File: config.mk
export PLATFORM = sky130hd
export DESIGN_NAME = dmem_wbuf
export DESIGN_NICKNAME = d
export VERILOG_FILES = /design/src/rtl/dmem_wbuf.sv
export SDC_FILE = /design/constraint.sdc
export NUM_CORES = 1
export LEC_CHECK = 0
export ABC_AREA = 1
export CAP_MARGIN = 5
export CORE_ASPECT_RATIO = 1.25
export CORE_MARGIN = 5
export CORE_UTILIZATION = 40
export CTS_BUF_LIST = sky130_fd_sc_hd__clkbuf_8 sky130_fd_sc_hd__clkbuf_16
export DETAILED_ROUTE_END_ITERATION = 6
export GPL_TIMING_DRIVEN = 0
export PLACE_DENSITY = 0.68
export SLEW_MARGIN = 20
export SYNTH_ARGS = -nofsm -noshare
export SYNTH_HDL_FRONTEND = slang
export SYNTH_SLANG_ARGS = --single-unit
File: constraint.sdc
create_clock -name clk -period 3.4 [get_ports clk]
set_input_delay 1.02 -clock clk [delete_from_list [all_inputs] [get_ports clk]]
set_output_delay 1.02 -clock clk [all_outputs]
set_load 0.005 [all_outputs]
File: src/rtl/dmem_wbuf.sv
// Posted write buffer and single-port SRAM arbiter for the RV32IM data-memory port.
// Loads win the port unless the buffer is full or the load hits a buffered store.
module dmem_wbuf #(
  parameter int unsigned DEPTH = 4,
  parameter int unsigned AW    = 14
) (
  input  logic          clk,
  input  logic          resetb,
  input  logic          dmem_wready,
  output logic          dmem_wvalid,
  input  logic [31:0]   dmem_waddr,
  input  logic [31:0]   dmem_wdata,
  input  logic [3:0]    dmem_wstrb,
  input  logic          dmem_rready,
  output logic          dmem_rvalid,
  input  logic [31:0]   dmem_raddr,
  output logic          dmem_rresp,
  output logic [31:0]   dmem_rdata,
  output logic          mem_en,
  output logic [3:0]    mem_we,
  output logic [AW-1:0] mem_addr,
  output logic [31:0]   mem_wdata,
  input  logic [31:0]   mem_rdata,
  output logic          wbuf_empty
);

  localparam int unsigned PW = $clog2(DEPTH);
  localparam int unsigned CW = PW + 1;

  logic [AW-1:0] addr_q [DEPTH];
  logic [31:0]   data_q [DEPTH];
  logic [3:0]    strb_q [DEPTH];

  logic [PW-1:0] wr_ptr_q, wr_ptr_d;
  logic [PW-1:0] rd_ptr_q, rd_ptr_d;
  logic [CW-1:0] count_q, count_d;
  logic          pending_q;
  logic [31:0]   hold_q;

  logic [AW-1:0] waddr_w, raddr_w;
  logic          full, empty, w_acc, push, pop, hit;
  logic [PW-1:0] off;

  assign waddr_w = dmem_waddr[AW+1:2];
  assign raddr_w = dmem_raddr[AW+1:2];

  // Address bits outside the word index alias by design.
  logic unused_addr_bits;
  assign unused_addr_bits = ^{dmem_waddr[31:AW+2], dmem_waddr[1:0],
                              dmem_raddr[31:AW+2], dmem_raddr[1:0]};

  assign full        = (count_q == CW'(DEPTH));
  assign empty       = (count_q == '0);
  assign wbuf_empty  = empty;
  assign dmem_wvalid = !full;
  assign w_acc       = dmem_wready && !full;
  assign push        = w_acc && (dmem_wstrb != 4'h0);

  // Entry i is live when its distance from the head is below the count.
  always_comb begin
    hit = w_acc && (waddr_w == raddr_w);
    off = '0;
    for (int unsigned i = 0; i < DEPTH; i++) begin
      off = PW'(i) - rd_ptr_q;
      if (({1'b0, off} < count_q) && (addr_q[i] == raddr_w)) begin
        hit = 1'b1;
      end
    end
  end

  assign dmem_rvalid = dmem_rready && !hit && !full;

  always_comb begin
    mem_en    = 1'b0;
    mem_we    = '0;
    mem_addr  = '0;
    mem_wdata = '0;
    pop       = 1'b0;
    if (full || (!dmem_rvalid && !empty)) begin
      mem_en    = 1'b1;
      mem_we    = strb_q[rd_ptr_q];
      mem_addr  = addr_q[rd_ptr_q];
      mem_wdata = data_q[rd_ptr_q];
      pop       = 1'b1;
    end else if (dmem_rvalid) begin
      mem_en   = 1'b1;
      mem_addr = raddr_w;
    end
  end

  always_comb begin
    wr_ptr_d = push ? wr_ptr_q + 1'b1 : wr_ptr_q;
    rd_ptr_d = pop  ? rd_ptr_q + 1'b1 : rd_ptr_q;
    count_d  = count_q + CW'(push) - CW'(pop);
  end

  always_ff @(posedge clk or negedge resetb) begin
    if (!resetb) begin
      wr_ptr_q  <= '0;
      rd_ptr_q  <= '0;
      count_q   <= '0;
      pending_q <= 1'b0;
      hold_q    <= '0;
    end else begin
      wr_ptr_q  <= wr_ptr_d;
      rd_ptr_q  <= rd_ptr_d;
      count_q   <= count_d;
      pending_q <= dmem_rvalid;
      if (pending_q) begin
        hold_q <= mem_rdata;
      end
    end
  end

  // Payload storage needs no reset; liveness is tracked by the pointers.
  always_ff @(posedge clk) begin
    if (push) begin
      addr_q[wr_ptr_q] <= waddr_w;
      data_q[wr_ptr_q] <= dmem_wdata;
      strb_q[wr_ptr_q] <= dmem_wstrb;
    end
  end

  assign dmem_rresp = pending_q;
  assign dmem_rdata = pending_q ? mem_rdata : hold_q;

endmodule

; ---- Yosys cells after proc, flatten, opt, wreduce, memory -nomap -nowiden
; Memory sizes are Yosys's and may differ from the RTL's.
; Index checks and enable logic that the tools add are counted.
[totals]
ff_bits = 40
mem_bits_rw = 200
inputBits = 136
out_inout_bits = 87
wordCells = 57
n_memories = 3
[op_classes]
addsub = 8
magnitude_cmp = 4
eq_ne = 6
muxes = 14
reduce_logical = 17
[mem_list]
columns = name, words, word_bits, read_ports, rd_clocked_by_memory_dff, write_ports, line
row1 = data_q, 4, 32, 1, 0, 1, 31  ; logic [31:0] data_q [DEPTH];
row2 = addr_q, 4, 14, 5, 0, 1, 30  ; logic [AW-1:0] addr_q [DEPTH];
row3 = strb_q, 4, 4, 1, 0, 1, 32  ; logic [3:0] strb_q [DEPTH];
[op_table]
columns = cell, n
row1 = == test 14 bit, 5
row2 = 2-to-1 mux 32 bit, 2
row3 = 2-to-1 mux 14 bit, 2
row4 = less-than comparator 2 x 3 -> 1 bit, 4
row5 = logical AND 1 bit, 10
row6 = 2-to-1 mux 1 bit, 9
row7 = "adder 2 x 1 -> 2 bit, second input constant", 2
row8 = zero test 1 bit, 4
row9 = 2-to-1 mux 4 bit, 1
row10 = nonzero test 4 bit, 1
row11 = "subtractor 1 x 2 -> 2 bit, first input constant", 2
row12 = "subtractor 2 bit, first input constant", 2
row13 = adder 3 x 1 -> 3 bit, 1
row14 = "== test 3 bit, second input constant", 1
row15 = zero test 3 bit, 1
row16 = subtractor 3 x 1 -> 3 bit, 1
row17 = logical OR 1 bit, 1

; ---- Depth between registers and ports, before layout
[logic_depth]
depth_word = 16
mapped_depth = 26
depth_no_buf = 23

; ---- Worst setup path after synthesis
; No wires, ideal clock.
[synth_path]
path_kind = input to register
from = input port dmem_wready
to = memory addr_q[0][0], enable pin
setup_time_ns = 0.458
t_arrival_ns = 3.475
required_time_ns = 2.942
setup_slack_ns = -0.533
stages = 4
path_buffers = 0
cell_sequence = inv_1 nor2_1 o41ai_2 nor2_1
[synth_between]
elab_chain_len = 4
[synth_rtl]
columns = element, line
row1 = start: declaration, 9  ; input logic dmem_wready,
row2 = logical AND 1 bit, 56  ; assign w_acc = dmem_wready && !full;
row3 = logical AND 1 bit, 57  ; assign push = w_acc && (dmem_wstrb != 4'h0);
row4 = 2-to-1 mux 1 bit, 117  ; if (push) begin
row5 = 2-to-1 mux 1 bit (implied by the code), 118  ; addr_q[wr_ptr_q] <= waddr_w;
row6 = end: declaration, 30
; Every way passes these cells.

; ---- Worst setup path in the final report
[layout_path]
from = input port dmem_waddr[11]
to = output port mem_wdata[11]
[layout_between]
elab_chain_len = 13
[layout_rtl]
columns = element, line
row1 = start: declaration, 11  ; input logic [31:0] dmem_waddr,
row2 = == test 14 bit, 61  ; hit = w_acc && (waddr_w == raddr_w);
row3 = logical AND 1 bit, 61
row4 = 2-to-1 mux 1 bit (4 in series), 65  ; if (({1'b0, off} < count_q) && (addr_q[i] == raddr_w)) begin
row5 = zero test 1 bit, 71  ; assign dmem_rvalid = dmem_rready && !hit && !full;
row6 = logical AND 1 bit (2 in series), 71
row7 = zero test 1 bit, 79  ; if (full || (!dmem_rvalid && !empty)) begin
row8 = logical AND 1 bit, 79
row9 = logical OR 1 bit, 79
row10 = 2-to-1 mux 32 bit, 79
row11 = end: declaration, 22  ; output logic [31:0] mem_wdata,
; Every way passes these cells.

==> run summary <==
The run finished, with violations left. The final reports fail on negative setup slack. The sequential-to-total area share from yosys stat is 66.1%. For this design the top-level I/O count stands at 223. The total core area is 26100 µm². The share of post-route cells with drive strength above 1 is 26.7%. The power density over cell area is 837 nW/µm². The fraction of synthesized cell area taken by the top area cell type is 56.7%. The number of design rule violations left after detail routing came out at 0.

The first TritonRoute pass finished after 6 iterations. The count of clock tree sinks is 240. The count of pins over their slew limit is 0.

The critical path is of the in2out type. The y dimension of the die came out at 192 µm. The number of endpoints with negative hold slack in the final report is 0. The required time of the critical path is 2.38 ns. The number of antenna diodes in the final layout is 0. The worst setup margin is -0.811 ns. The fraction of synthesis flops using an asynchronous set or reset pin is 16.7%. The number of setup violations in the final report came out at 54. The leading cell type by number of instances after synthesis is sky130_fd_sc_hd__nand2_1. The post-route fraction of the period consumed by the critical path came out at 124%. Clock-pin slew was measured on the worst setup and hold paths at 0.06 ns. The peak ir drop on the vdd network came out at 0.000624 V. The endpoint type of the worst setup path is a primary output. After the first detailed-routing iteration, the DRC count stood at 398. Sorting the synthesized cells by how often they occur yields 205 x sky130_fd_sc_hd__nand2_1, 200 x sky130_fd_sc_hd__edfxtp_1, 88 x sky130_fd_sc_hd__inv_1, 60 x sky130_fd_sc_hd__nor2_1, 40 x sky130_fd_sc_hd__dfrtp_1.

The met2 wire length is 14.6 mm. The sum of negative setup slack is -36.88 ns. The TritonCTS clock tree is yes. The clock buffer count from CTS is 26.

The count of port buffers added during placement is 178. The predominant post-synthesis flop cell is sky130_fd_sc_hd__edfxtp_1. From synthesis to final layout, the design area changed by 38.5%. In the final routing, the length of wire on met1 measures 11.3 mm.

The number of instances in the placed design came out at 1408. The timing-limited maximum frequency came out at 237 MHz. The number of hold-repair buffers added at the cts stage is 0. For the worst-skew pair, the clock arrives at the later sink with an insertion delay of 0.53 ns.

The worst setup path is launched from an input pin. The initial core utilization is 40.6%. The number of register bits inferred by synthesis is 240. The worst setup skew after layout came out at 0.0175 ns. The number of buffers on the longest clock path came out at 3. The relative max-transition margin is 25.7%. The number of global-route vias before repair came out at 7945.

The horizontal die dimension came out at 156 µm. The root buffer cell chosen for the clock tree is sky130_fd_sc_hd__clkbuf_16. The actual transition at the worst max-transition pin is 1.11 ns. Setup repair after global routing could not meet its margin everywhere. The total nets after synthesis is 1028. The final cell count without fillers came out at 1499.

The combined global-route utilization of all metal layers is 18.9%. The routed wire length per instance is 19.1 µm. The final HPWL from detailed placement is 19.1 mm. The count of max-cap constraint violations is 0. By area the synthesized netlist is led by sky130_fd_sc_hd__edfxtp_1 57%, sky130_fd_sc_hd__dfrtp_1 9.4%, sky130_fd_sc_hd__nand2_1 7.3%. The pin count of the biggest net entering global routing is 24. Summed over all instances, the cell type with the most area after synthesis is sky130_fd_sc_hd__edfxtp_1. The total via count after detailed routing is 7679. The distinct cell type count of the synthesized netlist is 40.

The total power is 12300 µW. In this run the top signal layer used is met5. The cell leakage power is 0.00597 µW. The largest driver fanout on the critical path came out at 6.

After detailed routing, the total wire length is 28.7 mm. The count of warnings emitted by yosys came out at 0. The final critical path time including I/O delays and setup came out at 4.21 ns. The congestion estimate from routability-driven global placement came to 0.831. The number of synthesized flops with an enable pin came out at 200. In this run the core area contains 66 standard-cell rows.

The routed design uses 2.20 mm of met3 wire. The ratio of routed vias to standard cells came out at 5.12. The remaining antenna violation count after routing is 0. The post-synthesis cell area came out at 10600 µm². The deepest level of the CTS H-tree came out at 1. The cell count after synthesis is 881.

The first-pass GRT wire length came out at 43.7 mm. The min-delay analysis places its worst path in the category in2async. The data arrival time of the critical path came out at 3.19 ns. The net count of the finished layout came out at 1287. The total die area came out at 29900 µm².

The initial antenna violation count is 3. The global-route congestion overflow total came out at 0. The post-synthesis area per instance is 12.0 µm².
-- critical path, cell delays in order --
cell and delay, ns:
sky130_fd_sc_hd__clkdlybuf4s50_1 0.55, sky130_fd_sc_hd__inv_1 0.09, sky130_fd_sc_hd__nand2_1 0.06, sky130_fd_sc_hd__o21ai_0 0.07
sky130_fd_sc_hd__nor2_1 0.10, sky130_fd_sc_hd__nand2_1 0.05, sky130_fd_sc_hd__nor2_1 0.11, sky130_fd_sc_hd__nand2_1 0.12
sky130_fd_sc_hd__nand3_2 0.12, sky130_fd_sc_hd__inv_2 0.06, sky130_fd_sc_hd__nand3_4 0.13, sky130_fd_sc_hd__nand2_8 0.07
sky130_fd_sc_hd__buf_12 0.15, sky130_fd_sc_hd__buf_12 0.13, sky130_fd_sc_hd__buf_8 0.13, sky130_fd_sc_hd__nor2_4 0.10
sky130_fd_sc_hd__buf_2 0.12
-- where the power goes --
group	internal [µW]	total (µW)	switching (µW)	leakage, µW
clock	1650	2740	1090	0.000432
sequential	3860	4070	214	0.00229
combinational	2570	5470	2910	0.00324
-- layout make-up --
class                   count  area (µm²)
well taps                 340         425
clock buffers              27         676
inverters                  98         373
flip-flops and latches    240        7010
fillers                  2189       11400
multi-input cells         506        3470
clock inverters            20         163
plain buffers              37         288
repair buffers            231        2280
-- cell families after synthesis --
logic type                 Yosys count  share of synthesized area (%)
AOI/OAI and AO/OA                  114                           8.80
xor gates and xnor gates            15                           1.24
adders and majority gates           11                           1.37
buffers and inverters              135                           5.43
DFF                                240                           66.1
muxes                               32                           3.40
and+or+nand+nor                    334                           13.6
-- repair_timing --
item                                    CTS  global route
gates cloned                              4             0
endpoints found under the setup margin   85            54
pin swaps                                21            22
hold endpoints to repair                  0             0
setup buffers                            32            13
resized for setup                       310            57
-- routing by layer --
metal  up-vias  global-route usage [%]
li1       3621                       -
met1      3731                    22.7
met2       276                    34.0
met3        45                    4.10
met4         6                    5.59
met5         -                       0
-- through the flow --
step	cell area (µm²)	util (%)	hold WS, ns	worst slack (ns)
2_1_floorplan	10600	-	0.486	-0.533
3_3_place_gp	12800	49.2	0.479	-3.22
3_5_place_dp	13100	50.1	0.483	-1.28
4_1_cts	14500	55.5	0.477	-0.846
5_1_grt	14700	56.3	0.509	-0.910
6_report	14700	56.3	0.477	-0.811
-- final timing paths --
path	cells after the start	slack, ns	end	startpoint
setup / recovery	17	-0.81	mem_wdata[11]	dmem_waddr[11]
hold / removal	1	0.48	hold_q[9]$_DFF_PN0_	resetb
setup reg to reg	24	-0.29	count_q[2]$_DFF_PN0_	rd_ptr_q[0]$_DFFE_PN0P_
hold reg to reg	1	0.49	hold_q[8]$_DFF_PN0_	hold_q[8]$_DFF_PN0_
max in group asynchronous	2	2.42	hold_q[30]$_DFF_PN0_	resetb
min in group clk	1	0.49	hold_q[8]$_DFF_PN0_	hold_q[8]$_DFF_PN0_
-- state kept, by name, indices dropped and copies added, names as in the netlist --
| name | cells |
|---|---|
| strb_q | 16 |
| count_q | 3 |
| wr_ptr_q | 2 |
| rd_ptr_q | 2 |
| hold_q | 32 |
| addr_q | 56 |
| data_q | 128 |
| dmem_rresp | 1 |
-- cells in the final DEF, fill, tap and decap left out, types with 5 or more instances in the layout --
master	Yosys	layout
sky130_fd_sc_hd__a21oi_1	7	7
sky130_fd_sc_hd__a221o_1	5	5
sky130_fd_sc_hd__a221oi_1	36	36
sky130_fd_sc_hd__a22o_1	36	36
sky130_fd_sc_hd__a22oi_1	7	7
sky130_fd_sc_hd__buf_12	0	13
sky130_fd_sc_hd__buf_16	0	5
sky130_fd_sc_hd__buf_2	9	55
sky130_fd_sc_hd__buf_4	5	26
sky130_fd_sc_hd__buf_6	5	24
sky130_fd_sc_hd__clkbuf_1	14	12
sky130_fd_sc_hd__clkbuf_16	0	28
sky130_fd_sc_hd__clkdlybuf4s50_1	0	112
sky130_fd_sc_hd__clkinv_1	1	7
sky130_fd_sc_hd__dfrtp_1	40	39
sky130_fd_sc_hd__dlygate4sd2_1	0	6
sky130_fd_sc_hd__dlymetal6s2s_1	0	7
sky130_fd_sc_hd__edfxtp_1	200	200
sky130_fd_sc_hd__ha_1	10	6
sky130_fd_sc_hd__inv_1	88	84
sky130_fd_sc_hd__inv_2	9	17
sky130_fd_sc_hd__mux2_2	32	32
sky130_fd_sc_hd__nand2_1	205	187
sky130_fd_sc_hd__nand2_2	2	14
sky130_fd_sc_hd__nand2_4	1	5
sky130_fd_sc_hd__nand3_1	22	12
sky130_fd_sc_hd__nand3_2	3	10
sky130_fd_sc_hd__nand4_1	5	5
sky130_fd_sc_hd__nor2_1	60	44
sky130_fd_sc_hd__nor2_2	30	10
sky130_fd_sc_hd__nor2_4	2	38
sky130_fd_sc_hd__o221ai_1	7	7
sky130_fd_sc_hd__o22ai_1	7	7
sky130_fd_sc_hd__xor2_1	12	12
No activity file was read; power rests on OpenSTA's default activity.
